===== src/rtl/ptr_walk_gen_if.sv =====
// Bundle of table-write, start-request and merged output-stream signals for ptr_walk_gen.
// master = requester/consumer side, slave = the walker itself.
interface ptr_walk_gen_if #(
   parameter int PTR_W = 4,
   parameter int N_CH  = 2
);
   localparam int CH_W = (N_CH > 1) ? $clog2(N_CH) : 1;

   logic             wr_en;
   logic [PTR_W-1:0] wr_addr;
   logic [PTR_W-1:0] wr_data;

   logic             start;
   logic [CH_W-1:0]  start_ch;
   logic [PTR_W-1:0] start_ptr;
   logic             start_ack;
   logic [N_CH-1:0]  busy;

   logic [PTR_W-1:0] out_ptr;
   logic [CH_W-1:0]  out_ch;
   logic             out_last;
   logic             out_ptr_vld;
   logic             out_ready;

   logic [N_CH-1:0]  done;
   logic [N_CH-1:0]  err;

   modport master (
      output wr_en, wr_addr, wr_data,
      output start, start_ch, start_ptr,
      output out_ready,
      input  start_ack, busy,
      input  out_ptr, out_ch, out_last, out_ptr_vld,
      input  done, err
   );

   modport slave (
      input  wr_en, wr_addr, wr_data,
      input  start, start_ch, start_ptr,
      input  out_ready,
      output start_ack, busy,
      output out_ptr, out_ch, out_last, out_ptr_vld,
      output done, err
   );
endinterface


===== src/rtl/ptr_walk_gen.sv =====
// Multi-channel linked-list walker: next-pointer table, per-channel IDLE/WALK FSMs, round-robin
// merge into one valid/ready stream. Optional loop guard: define PTR_WALK_LOOP_GUARD_EN.
module ptr_walk_gen #(
   parameter int PTR_W = 4,
   parameter int N_CH  = 2
) (
   input logic           clk,
   input logic           rst,
   ptr_walk_gen_if.slave bus
);
   localparam int NODES = 2**PTR_W;
   localparam int CH_W  = (N_CH > 1) ? $clog2(N_CH) : 1;
   localparam logic [PTR_W-1:0] NIL = '1;

   typedef enum logic {
      IDLE = 1'b0,
      WALK = 1'b1
   } ch_state_e;

   logic [PTR_W-1:0] nxt_q [NODES];

   ch_state_e        state_q [N_CH];
   ch_state_e        state_d [N_CH];
   logic [PTR_W-1:0] cur_q   [N_CH];
   logic [PTR_W-1:0] cur_d   [N_CH];
   logic [N_CH-1:0]  done_q;
   logic [N_CH-1:0]  done_d;
   logic [CH_W-1:0]  rr_q;
   logic [CH_W-1:0]  rr_d;

   logic             out_vld_q;
   logic             out_vld_d;
   logic [PTR_W-1:0] out_ptr_q;
   logic [PTR_W-1:0] out_ptr_d;
   logic [CH_W-1:0]  out_ch_q;
   logic [CH_W-1:0]  out_ch_d;
   logic             out_last_q;
   logic             out_last_d;

   logic [N_CH-1:0]  busy_v;
   logic             ch_ok;
   logic             start_ok;
   logic             slot_free;
   logic             gnt_vld;
   logic [CH_W-1:0]  gnt_ch;
   logic [PTR_W-1:0] gnt_nxt;
   logic             abort;

   // ---------------- next-pointer table ----------------
   // Reads are combinational from the flops, so a same-cycle write is seen only after the edge.
   always_ff @(posedge clk) begin
      if (!rst) begin
         for (int n = 0; n < NODES; n++) nxt_q[n] <= NIL;
      end else if (bus.wr_en) begin
         nxt_q[bus.wr_addr] <= bus.wr_data;
      end
   end

   // ---------------- start handshake ----------------
   always_comb begin
      for (int i = 0; i < N_CH; i++) busy_v[i] = (state_q[i] == WALK);
   end

   assign ch_ok         = (int'(bus.start_ch) < N_CH);
   assign bus.start_ack = bus.start & ch_ok & ~busy_v[bus.start_ch] & rst;
   assign start_ok      = bus.start_ack;

   // ---------------- round-robin arbiter ----------------
   assign slot_free = ~out_vld_q | bus.out_ready;

   always_comb begin
      gnt_vld = 1'b0;
      gnt_ch  = '0;
      for (int k = 0; k < N_CH; k++) begin
         if (!gnt_vld && slot_free && busy_v[(int'(rr_q) + k) % N_CH]) begin
            gnt_vld = 1'b1;
            gnt_ch  = CH_W'((int'(rr_q) + k) % N_CH);
         end
      end
   end

   assign gnt_nxt = nxt_q[cur_q[gnt_ch]];

   // ---------------- channel FSMs and output register ----------------
   always_comb begin
      out_vld_d  = out_vld_q & ~bus.out_ready;
      out_ptr_d  = out_ptr_q;
      out_ch_d   = out_ch_q;
      out_last_d = out_last_q;
      rr_d       = rr_q;
      done_d     = '0;
      for (int i = 0; i < N_CH; i++) begin
         state_d[i] = state_q[i];
         cur_d[i]   = cur_q[i];
      end

      // A NIL head never enters WALK; it just reports completion.
      if (start_ok) begin
         if (bus.start_ptr == NIL) begin
            done_d[bus.start_ch] = 1'b1;
         end else begin
            state_d[bus.start_ch] = WALK;
            cur_d[bus.start_ch]   = bus.start_ptr;
         end
      end

      if (gnt_vld) begin
         rr_d = CH_W'((int'(gnt_ch) + 1) % N_CH);
         if (abort) begin
            state_d[gnt_ch] = IDLE;
            done_d[gnt_ch]  = 1'b1;
         end else begin
            out_vld_d  = 1'b1;
            out_ptr_d  = cur_q[gnt_ch];
            out_ch_d   = gnt_ch;
            out_last_d = (gnt_nxt == NIL);
            if (gnt_nxt == NIL) begin
               state_d[gnt_ch] = IDLE;
               done_d[gnt_ch]  = 1'b1;
            end else begin
               cur_d[gnt_ch] = gnt_nxt;
            end
         end
      end
   end

   always_ff @(posedge clk) begin
      if (!rst) begin
         for (int i = 0; i < N_CH; i++) begin
            state_q[i] <= IDLE;
            cur_q[i]   <= '0;
         end
         done_q     <= '0;
         rr_q       <= '0;
         out_vld_q  <= 1'b0;
         out_ptr_q  <= '0;
         out_ch_q   <= '0;
         out_last_q <= 1'b0;
      end else begin
         for (int i = 0; i < N_CH; i++) begin
            state_q[i] <= state_d[i];
            cur_q[i]   <= cur_d[i];
         end
         done_q     <= done_d;
         rr_q       <= rr_d;
         out_vld_q  <= out_vld_d;
         out_ptr_q  <= out_ptr_d;
         out_ch_q   <= out_ch_d;
         out_last_q <= out_last_d;
      end
   end

   // ---------------- loop guard ----------------
`ifdef PTR_WALK_LOOP_GUARD_EN
   logic [PTR_W:0]  steps_q [N_CH];
   logic [PTR_W:0]  steps_d [N_CH];
   logic [N_CH-1:0] err_q;
   logic [N_CH-1:0] err_d;

   // NODES emissions already made means the list revisits a node; the next grant aborts.
   assign abort = gnt_vld && (steps_q[gnt_ch] == (PTR_W+1)'(NODES));

   always_comb begin
      err_d = err_q;
      for (int i = 0; i < N_CH; i++) steps_d[i] = steps_q[i];
      if (start_ok) begin
         steps_d[bus.start_ch] = '0;
         err_d[bus.start_ch]   = 1'b0;
      end
      if (gnt_vld) begin
         if (abort) err_d[gnt_ch] = 1'b1;
         else       steps_d[gnt_ch] = steps_q[gnt_ch] + 1'b1;
      end
   end

   always_ff @(posedge clk) begin
      if (!rst) begin
         for (int i = 0; i < N_CH; i++) steps_q[i] <= '0;
         err_q <= '0;
      end else begin
         for (int i = 0; i < N_CH; i++) steps_q[i] <= steps_d[i];
         err_q <= err_d;
      end
   end

   assign bus.err = err_q;
`else
   assign abort   = 1'b0;
   assign bus.err = '0;
`endif

   assign bus.busy        = busy_v;
   assign bus.done        = done_q;
   assign bus.out_ptr     = out_ptr_q;
   assign bus.out_ch      = out_ch_q;
   assign bus.out_last    = out_last_q;
   assign bus.out_ptr_vld = out_vld_q;
endmodule


===== src/flat_wrapper.sv =====
// flat-port wrapper written by rule: the top's interface ports become plain ports
module ptr_walk_gen_flat 
#(
   parameter int PTR_W = 4,
   parameter int N_CH  = 2
)
  (clk, rst, bus_wr_en, bus_wr_addr, bus_wr_data, bus_start, bus_start_ch, bus_start_ptr, bus_out_ready, bus_start_ack, bus_busy, bus_out_ptr, bus_out_ch, bus_out_last, bus_out_ptr_vld, bus_done, bus_err);
  ptr_walk_gen_if #(.PTR_W(PTR_W), .N_CH(N_CH)) bus_i ();
  input logic clk;
  input logic rst;
  input wire logic [$bits(bus_i.wr_en)-1:0] bus_wr_en;
  input wire logic [$bits(bus_i.wr_addr)-1:0] bus_wr_addr;
  input wire logic [$bits(bus_i.wr_data)-1:0] bus_wr_data;
  input wire logic [$bits(bus_i.start)-1:0] bus_start;
  input wire logic [$bits(bus_i.start_ch)-1:0] bus_start_ch;
  input wire logic [$bits(bus_i.start_ptr)-1:0] bus_start_ptr;
  input wire logic [$bits(bus_i.out_ready)-1:0] bus_out_ready;
  output wire logic [$bits(bus_i.start_ack)-1:0] bus_start_ack;
  output wire logic [$bits(bus_i.busy)-1:0] bus_busy;
  output wire logic [$bits(bus_i.out_ptr)-1:0] bus_out_ptr;
  output wire logic [$bits(bus_i.out_ch)-1:0] bus_out_ch;
  output wire logic [$bits(bus_i.out_last)-1:0] bus_out_last;
  output wire logic [$bits(bus_i.out_ptr_vld)-1:0] bus_out_ptr_vld;
  output wire logic [$bits(bus_i.done)-1:0] bus_done;
  output wire logic [$bits(bus_i.err)-1:0] bus_err;
  assign bus_i.wr_en = bus_wr_en;
  assign bus_i.wr_addr = bus_wr_addr;
  assign bus_i.wr_data = bus_wr_data;
  assign bus_i.start = bus_start;
  assign bus_i.start_ch = bus_start_ch;
  assign bus_i.start_ptr = bus_start_ptr;
  assign bus_i.out_ready = bus_out_ready;
  assign bus_start_ack = bus_i.start_ack;
  assign bus_busy = bus_i.busy;
  assign bus_out_ptr = bus_i.out_ptr;
  assign bus_out_ch = bus_i.out_ch;
  assign bus_out_last = bus_i.out_last;
  assign bus_out_ptr_vld = bus_i.out_ptr_vld;
  assign bus_done = bus_i.done;
  assign bus_err = bus_i.err;
  ptr_walk_gen #(.PTR_W(PTR_W), .N_CH(N_CH)) u_core (.clk(clk), .rst(rst), .bus(bus_i));
endmodule

===== config.mk =====
export PLATFORM = sky130hd
export DESIGN_NAME = ptr_walk_gen_flat
export DESIGN_NICKNAME = d
export VERILOG_FILES = /design/src/rtl/ptr_walk_gen_if.sv /design/src/rtl/ptr_walk_gen.sv /design/src/flat_wrapper.sv
export SDC_FILE = /design/constraint.sdc
export NUM_CORES = 1
export LEC_CHECK = 0
export BUFFER_PORTS_ARGS = -buffer_cell sky130_fd_sc_hd__buf_2
export CAP_MARGIN = 20
export CELL_PAD_IN_SITES_DETAIL_PLACEMENT = 0
export CELL_PAD_IN_SITES_GLOBAL_PLACEMENT = 2
export CORE_MARGIN = 2
export CORE_UTILIZATION = 35
export CTS_CLUSTER_DIAMETER = 150
export DETAILED_ROUTE_END_ITERATION = 12
export GPL_ROUTABILITY_DRIVEN = 0
export GPL_TIMING_DRIVEN = 0
export PLACE_DENSITY_LB_ADDON = 0.1
export SYNTH_ARGS = -nofsm -noshare
export SYNTH_HDL_FRONTEND = slang
export SYNTH_SLANG_ARGS = --single-unit

===== constraint.sdc =====
create_clock -name clk -period 2.5 [get_ports clk]
set_clock_uncertainty 0.1 [all_clocks]
set_input_delay 0.5 -clock clk [delete_from_list [all_inputs] [get_ports clk]]
set_output_delay 0.5 -clock clk [all_outputs]
set_load 0.005 [all_outputs]

## Word level (Yosys, flattened, before mapping)

Memory sizes are Yosys's and may differ from the RTL's.
Cells that the tools add are included.

| operators by class | value |
|---|---|
| add/subtract/negate cells | 2 |
| $mul | 0 |
| div/mod/pow operators | 0 |
| order comparisons | 10 |
| eq/ne operators | 2 |
| shift operators | 0 |
| muxes and demuxes | 50 |
| bitwise operators | 18 |
| reductions and logical operators | 9 |

Operators by type and width:

| operator | count |
|---|---|
| two-way mux 8 bit | 4 |
| two-way mux 1 bit | 24 |
| two-way mux 4 bit | 6 |
| bitwise mux 8 bit | 2 |
| two-way mux 2 bit | 8 |
| demux 4 bit (select 1 bit) | 2 |
| == test 4 bit (second input constant) | 2 |
| logical AND 1 bit | 7 |
| less-than comparator 1 x 2 -> 1 bit (second input constant) | 3 |
| bitwise OR 1 bit | 5 |
| demux 1 bit (select 1 bit) | 4 |
| greater-or-equal comparator 2 bit (second input constant) | 2 |
| less-than comparator 2 x 1 -> 1 bit (second input constant) | 2 |
| inverter 1 -> 2 bit | 2 |
| bitwise OR 2 bit | 2 |
| OR reduction 4 bit | 1 |
| AND 1 bit | 3 |
| less-than comparator 2 x 3 -> 1 bit (second input constant) | 1 |
| inverter 1 bit | 3 |
| adder 1 bit (second input constant) | 2 |
| AND 2 bit | 1 |
| greater-or-equal comparator 1 bit (second input constant) | 2 |
| inverter 2 bit | 1 |
| AND 1 bit (first input constant) | 1 |
| logical NOT 1 bit | 1 |

| storage, ports and cells | value |
|---|---|
| flip-flop bits (word level) | 10 |
| bits in latches | 0 |
| bits in writable memories | 74 |
| bits in read-only memories | 0 |
| bits of input ports | 18 |
| output and inout bits | 14 |
| word-level logic and storage cells | 100 |
| memories | 3 |

Memories:

| memory | depth | width | read ports | clocked after memory_dff | wr ports | line | RTL |
|---|---|---|---|---|---|---|---|
| u_core.nxt_q | 16 | 4 | 1 | 0 | 16 | ptr_walk_gen.sv:20 | `logic [PTR_W-1:0] nxt_q [NODES];` |
| u_core.cur_q | 2 | 4 | 3 | 0 | 2 | ptr_walk_gen.sv:24 | `logic [PTR_W-1:0] cur_q [N_CH];` |
| u_core.state_q | 2 | 1 | 2 | 0 | 2 | ptr_walk_gen.sv:22 | `ch_state_e state_q [N_CH];` |

## Depth between registers and ports, before layout

Gate-level depths: netlist of run 1.
An unclocked memory read counts as a cell.

| depth | value |
|---|---|
| depth in word-level cells | 19 |
| gate-level depth with buffers | 11 |
| depth with buffers taken out | 7 |

## Least setup slack after synthesis of run 1

No wires, ideal clock.

| timing | value |
|---|---|
| kind | input to register |
| start point | input port bus_out_ready |
| end point | register u_core.done_q[1] (netlist: u_core.bus.done[1]) |
| library setup time | 0.117 ns |
| data arrival time | 2.415 ns |
| required time | 2.283 ns |
| path slack | -0.132 ns |
| cell stages on the path | 11 |
| path buffers | 4 |
| cells stage by stage | nand2b_1 buf_2 nand3_4 buf_2 buf_6 a311oi_1 o22ai_1 nor4_1 and4bb_4 buf_6 o2bb2ai_1 |

| on the way | value |
|---|---|
| word-level cells in the longest chain between the ends | 14 |
| elaborated cells on any way between the ends | 20 |
| classes of those cells | 2 x order compare; 1 x eq/ne; 8 x mux; 2 x bitwise; 5 x reduce/logical; 2 x memory |

RTL lines:

| element | line | RTL |
|---|---|---|
| from (decl) | flat_wrapper.sv:17 | `input wire logic [$bits(bus_i.out_ready)-1:0] bus_out_ready;` |
| bitwise OR 1 bit (*) | ptr_walk_gen.sv:69 | `assign slot_free = ~out_vld_q \| bus.out_ready;` |
| branches (longest 12 deep; another with memory (2 x 4 bit)) | n/a |  |
| two-way mux 2 bit (*) | ptr_walk_gen.sv:107 | `if (gnt_vld) begin` |
| to (signal assigned) | ptr_walk_gen.sv:144 | `done_q <= done_d;` |
| to (decl) | ptr_walk_gen.sv:26 | `logic [N_CH-1:0] done_q;` |

Every way passes the cells marked *.
A chain may end at the register's enable or synchronous reset.

## Final worst setup path of run 1

| timing | value |
|---|---|
| start point | register u_core.rr_q |
| end point | register u_core.done_q[1] (netlist: u_core.bus.done[1]) |

| on the way | value |
|---|---|
| word-level cells in the longest chain between the ends | 15 |
| elaborated cells on any way between the ends | 25 |
| classes of those cells | 1 x add/sub; 2 x order compare; 1 x eq/ne; 13 x mux; 1 x bitwise; 5 x reduce/logical; 2 x memory |

RTL lines:

| element | line | RTL |
|---|---|---|
| from (decl) | ptr_walk_gen.sv:28 | `logic [CH_W-1:0] rr_q;` |
| from (signal assigned) | ptr_walk_gen.sv:145 | `rr_q <= rr_d;` |
| branches (longest 14 deep; another with memory (2 x 4 bit)) | n/a |  |
| two-way mux 2 bit (*) | ptr_walk_gen.sv:107 |  |

Every way passes the cells marked *. The select of a mux whose other input is x is not followed.

==> results of run 1 <==
-- cell families after synthesis --
family / count (synthesis) / share of synthesized area [%]
flip-flops: 84 / 43.2
buffers and inverters: 82 / 6.77
AO/OA/AOI/OAI: 159 / 24.4
AND/OR/NAND/NOR: 243 / 24.6
multiplexers: 5 / 0.931
other: 1 / 0.0697
-- final cells by class --
| type | instances | share of cell area, % |
|---|---|---|
| flip-flops and latches | 84 | 34.1 |
| multi-input cells | 409 | 44.9 |
| plain buffers | 59 | 6.41 |
| clock buffers | 9 | 3.29 |
| repair buffers | 58 | 5.22 |
| well taps | 188 | 3.43 |
| clock inverters | 7 | 1.37 |
| inverters | 23 | 1.30 |
-- cell usage in the layout (no fill, tap or decap), types with 5 or more instances in the layout --
cell type	Yosys	routed
nand2_1	65	65
edfxtp_1	64	64
nand2b_1	62	60
buf_4	2	37
or3_1	36	36
buf_2	15	35
a311oi_1	43	34
nor2_1	29	26
inv_1	22	22
or2_2	20	20
dfxtp_1	20	16
a2111oi_0	32	15
clkbuf_1	35	14
o22ai_2	7	13
a32oi_1	13	13
clkbuf_2	0	11
o21ai_0	12	11
a2111oi_1	0	10
a311oi_2	0	9
clkbuf_16	0	9
a21oi_1	8	8
buf_6	4	7
o22ai_1	17	7
clkbuf_4	0	6
a2111oi_2	0	6
mux2i_1	5	5
nand3_1	5	5
a21boi_0	5	5
-- per-layer routing --
layer  routed length [um]  GRT usage (%)  vias up  share of wire, %
met5                    0              0        -                 0
met4                  745           10.5        0               3.8
met3                 1060           4.26       45               5.4
met2                 9110           39.2      180                46
met1                 8720           31.7     2436                44
li1                     -              -     2348                 -
-- power breakdown --
part | leakage (nW) | internal [mW] | switching, mW
Combinational | 1.33 | 0.468 | 0.622
Clock | 0.153 | 0.805 | 0.643
Sequential | 0.809 | 1.59 | 0.0908
Total | 2.29 | 2.86 | 1.36
-- final timing paths --
path / to / slack [ns] / from / cells past startpoint
min reg2reg: u_core.bus.out_ch / 0.35 / u_core.bus.out_ch / 2
min: u_core.bus.out_ch / 0.35 / u_core.bus.out_ch / 2
max: u_core.bus.done[1] / -0.24 / u_core.rr_q / 10
max reg2reg: u_core.bus.done[1] / -0.24 / u_core.rr_q / 10
-- worst reg2reg max path, delay by kind of cell, from the launching register on --
kind / cells / cell delay (ns)
flops: 1 / 0.37
simple gates: 4 / 1.02
compound gates: 3 / 0.65
buf+inv: 3 / 0.50
-- per-stage QoR --
step / hold WS (ns) / cells
finish: 0.353 / 837
CTS: 0.361 / 824
floorplan: 0.353 / 575
global placement: 0.348 / 792
global route: 0.392 / 837
detailed placement: 0.351 / 792
-- state kept, by name, indices dropped and copies added (netlist names) --
| name | count |
|---|---|
| u_core.bus.done | 2 |
| u_core.bus.out_ptr_vld | 1 |
| u_core.bus.out_ptr | 4 |
| u_core.state_q | 2 |
| u_core.bus.out_last | 1 |
| u_core.nxt_q | 64 |
| u_core.rr_q | 1 |
| u_core.bus.out_ch | 1 |
| u_core.cur_q | 8 |
-- what timing repair did --
item,in CTS,in global routing
setup buffers,16,12
resized for setup,75,61
setup endpoints to repair,39,16
hold buffers,0,0
pin swaps,16,17
==> results.yml, run 1 <==
status:
  outcome: "finished, violations left"
  violations: "negative setup slack"
timing:
  hold_viol_final: 0
  setup_tns_ns: -2.43
  rsz0062_at_grt: "true"
  setup_ws_ns: -0.235
  fin_crit_ns: 2.74
  max_slew.worst_pin.slew_ns: 0.810
  slew_violations: 0
  fin_crit_sh_pct: 109
  slew_headroom_pct: 45.8
  max_freq_mhz: 366
  setup_viol: 13
hold_path:
  hp-class: "reg2reg"
grt:
  grt_pass1_wl_mm: 29.3
  grt_max_degree: 18
  track_usage_pct: 24.1
  grt_overflow: 0
  grt_pass1_vias: 4848
  antenna_found_initial: 0
die:
  die_h_um: 128
  core_um2: 15100
  row_count: 45
  die_w_um: 128
  start_util_pct: 35.6
  die_area_um2: 16400
  io_pins: 32
clock_network:
  insertion_delay_ns: 0.36
  cts_tree: "yes"
  clock_path_buffers: 2
  root_buffer: "clkbuf_16"
  cts.sinks: 84
  cts_buffers: 9
  cts.htree.levels: 3
  clk_pin_slew_worst_paths_ns: 0.07
routing:
  dr.pass1.iters: 5
  drtIter0Drc: 293
  via_per_inst: 5.98
  drt_drc_violations_left: 0
  ant_nets: 0
  wl_per_cell_um: 23.5
  vias: 5009
  drt_wl_total_mm: 19.6
worst_setup_path:
  critPathKind: "reg2reg"
  cp-end-kind: "register"
  path_cells: "nand2b_4, buf_8, nand3_4, clkbuf_2, a311oi_1, o22ai_1, or4_4, and4bb_4, buf_12, o2bb2ai_2"
  required_ns: 2.64
  crit_family: "simple AND/OR/NAND/NOR gates"
  cp.buffers_inverters: 3
  crit_path_max_incr_delay_ns: 0.46
  start_kind: "register"
  worstPathArrival_ns: 2.88
  crit_slowest_cell: "or4_4"
  path_max_fanout: 10
synthesis:
  synth_common_cells: "nand2_1 (65), edfxtp_1 (64), nand2b_1 (62)"
  synth.most_common_cell: "nand2_1"
  syn_area_per_cell_um2: 9.37
  synth_area_um2: 5380
  ys_seq_area_share_pct: 43.2
  synth_enable_flop_cells: 64
  synth_top_area_cell: "edfxtp_1"
  ys_ff_latch: 84
  ys.flop_type: "edfxtp_1"
  synth_cell_types: 50
  async_flop_share_pct: 0
  ys_warn_count: 0
  synth_top_cell_area_share_pct: 35.7
  synthCells: 574
  synth.area.top_cells: "edfxtp_1 (36%), dfxtp_1 (7.4%), nand2b_1 (7.2%)"
layout:
  post-route-util_pct: 45.4
  fillers: 1485
  drive_above_1_share_pct: 31.9
  seqCellArea_um2: 2330
  area_growth_pct: 27.4
  final_area_um2: 6850
  multiInputGateArea_um2: 3080
  diodes: 0
  nets: 662
placed_design:
  place_ws_ns: -0.768
  port_buffers: 29
  hpwl_mm: 14.3
  postPlaceCellArea_um2: 5840
power:
  p_per_area_nw_per_um2: 616
  p_leak_nw: 2.29
  power.total_mw: 4.22
  peakVddDrop_mv: 0.402
job:
  cap_violations: 0
Note: power is estimated with default switching activity, not from simulation.
==> run 2: changes to the inputs <==
- GPL_TIMING_DRIVEN: 0 -> not set
==> results.yml, run 2 (synthesized netlist as in run 1, its figures left out) <==
routing:
  dr.pass1.iters: 5
  vias: 5088
  via_per_inst: 5.90
  wl_per_cell_um: 21.0
  drt_drc_violations_left: 0
  drtIter0Drc: 492
  ant_nets: 0
  drt_wl_total_mm: 18.1
worst_setup_path:
  worstPathArrival_ns: 2.84
  cp.buffers_inverters: 1
  start_kind: "register"
  required_ns: 2.64
  cp-end-kind: "register"
  path_cells: "buf_6, nor2b_4, o31a_1, o22ai_4, o22ai_1, or4_4, and4bb_4, a31o_4"
  crit_path_max_incr_delay_ns: 0.52
  critPathKind: "reg2reg"
  path_max_fanout: 8
  r2r_slack_ns: -0.19
  crit_slowest_cell: "or4_4"
  crit_family: "compound AO/OA/AOI/OAI gates"
die:
  die_h_um: 128
  row_count: 45
  io_pins: 32
  core_um2: 15100
  die_area_um2: 16400
  start_util_pct: 35.6
  die_w_um: 128
grt:
  grt_overflow: 0
  antenna_found_initial: 0
  grt_pass1_wl_mm: 27.5
  grt_pass1_vias: 4842
  grt_max_degree: 51
  track_usage_pct: 21.9
layout:
  nets: 689
  post-route-util_pct: 46.9
  drive_above_1_share_pct: 33.2
  layout_common_cells: "buf_4 (95), nand2_1 (65), edfxtp_1 (64), nand2b_1 (60), a311oi_1 (39)"
  largest_register_ffs: 64
  diodes: 0
  layout.cells.most_common: "buf_4"
  area_growth_pct: 31.7
  max_flop_register: "u_core.nxt_q"
timing:
  fin_crit_ns: 2.69
  max_freq_mhz: 371
  fin_crit_sh_pct: 108
  rsz0062_at_grt: "true"
  max_slew.worst_pin.slew_ns: 0.664
  setup_ws_ns: -0.192
  hold_viol_final: 0
  slew_headroom_pct: 55.3
  slew_violations: 0
  setup_viol: 13
  hold_ws_ns: 0.353
clock_network:
  insertion_delay_ns: 0.35
  cts_hold_buf: 0
  clock_path_buffers: 2
  clk_pin_slew_worst_paths_ns: 0.06
  root_buffer: "clkbuf_16"
  cts_tree: "yes"
  cts.htree.levels: 3
  cts.sinks: 84
  cts_buffers: 9
status:
  outcome: "finished, violations left"
  violations: "negative setup slack"
hold_path:
  hp-class: "reg2reg"
placed_design:
  port_buffers: 29
  place_ws_ns: -0.513
  hpwl_mm: 12.5
job:
  cap_violations: 0
power:
  power.total_mw: 4.30
  p_per_area_nw_per_um2: 607
  p_leak_nw: 2.52
  peakVddDrop_mv: 0.329
run 2: changes by cell type in the layout (fill, tap and decap cells not counted), moves of 5 or more:
cell      delta
a311oi_1     +5
a311oi_2     -5
clkbuf_2    -11
clkbuf_1    -14
clkbuf_4     -6
buf_2        -6
o22ai_1      +6
buf_12       +8
buf_4       +58
o22ai_2      -5
run 2: worst paths after layout:
path	start	end	depth (start not counted)
worst max register to register	u_core.state_q[0][0]	u_core.bus.out_last	8
worst min register to register	u_core.bus.out_ch	u_core.bus.out_ch	2
worst min-delay path	u_core.bus.out_ch	u_core.bus.out_ch	2
worst max-delay path	u_core.state_q[0][0]	u_core.bus.out_last	8
run 2: tightest hold or removal path, delay by kind of cell, from the launching register on:
family,cells,cell delay (ns)
flip-flops,1,0.31
AND/OR/NAND/NOR,1,0.05
AO/OA/AOI/OAI,1,0.05
run 2: area by class of cell:
class | count | area [um^2]
clock inverter | 6 | 111
multi-input combinational | 410 | 2910
tap | 188 | 235
clock buffer | 9 | 225
sequential | 84 | 2330
inverter | 23 | 86.3
fill | 1471 | 8010
timing repair buffer | 143 | 1190
run 2: power breakdown:
part / switching, mW / internal [mW] / leakage (nW)
sequential: 0.0753 / 1.59 / 0.808
combinational: 0.587 / 0.512 / 1.55
clock: 0.562 / 0.974 / 0.164
run 2: stage by stage:
stage | std cells | setup TNS, ns | instance area (um^2)
floorplan | 575 | 0 | 5460
global placement | 829 | -6.23 | 6370
detailed placement | 829 | -5.89 | 6370
CTS | 849 | -2.17 | 6780
global route | 863 | -2.77 | 7080
finish | 863 | -1.73 | 7080
run 2: layer usage:
metal / vias up / part of all wire [%] / global-route usage (%) / wire (um)
met3: 26 / 5.1 / 3.96 / 926
met2: 185 / 46 / 35.0 / 8410
met1: 2481 / 46 / 29.8 / 8360
met4: 0 / 2.2 / 7.76 / 406
li1: 2396 / - / - / -
met5: - / 0 / 0 / 0
run 2: repair_timing:
action | 4_1_cts | 5_1_grt
endpoints found under the setup margin | 13 | 13
cloned | 0 | 4
gates resized for setup | 7 | 39
pin swaps | 1 | 19
buffers inserted | 5 | 12
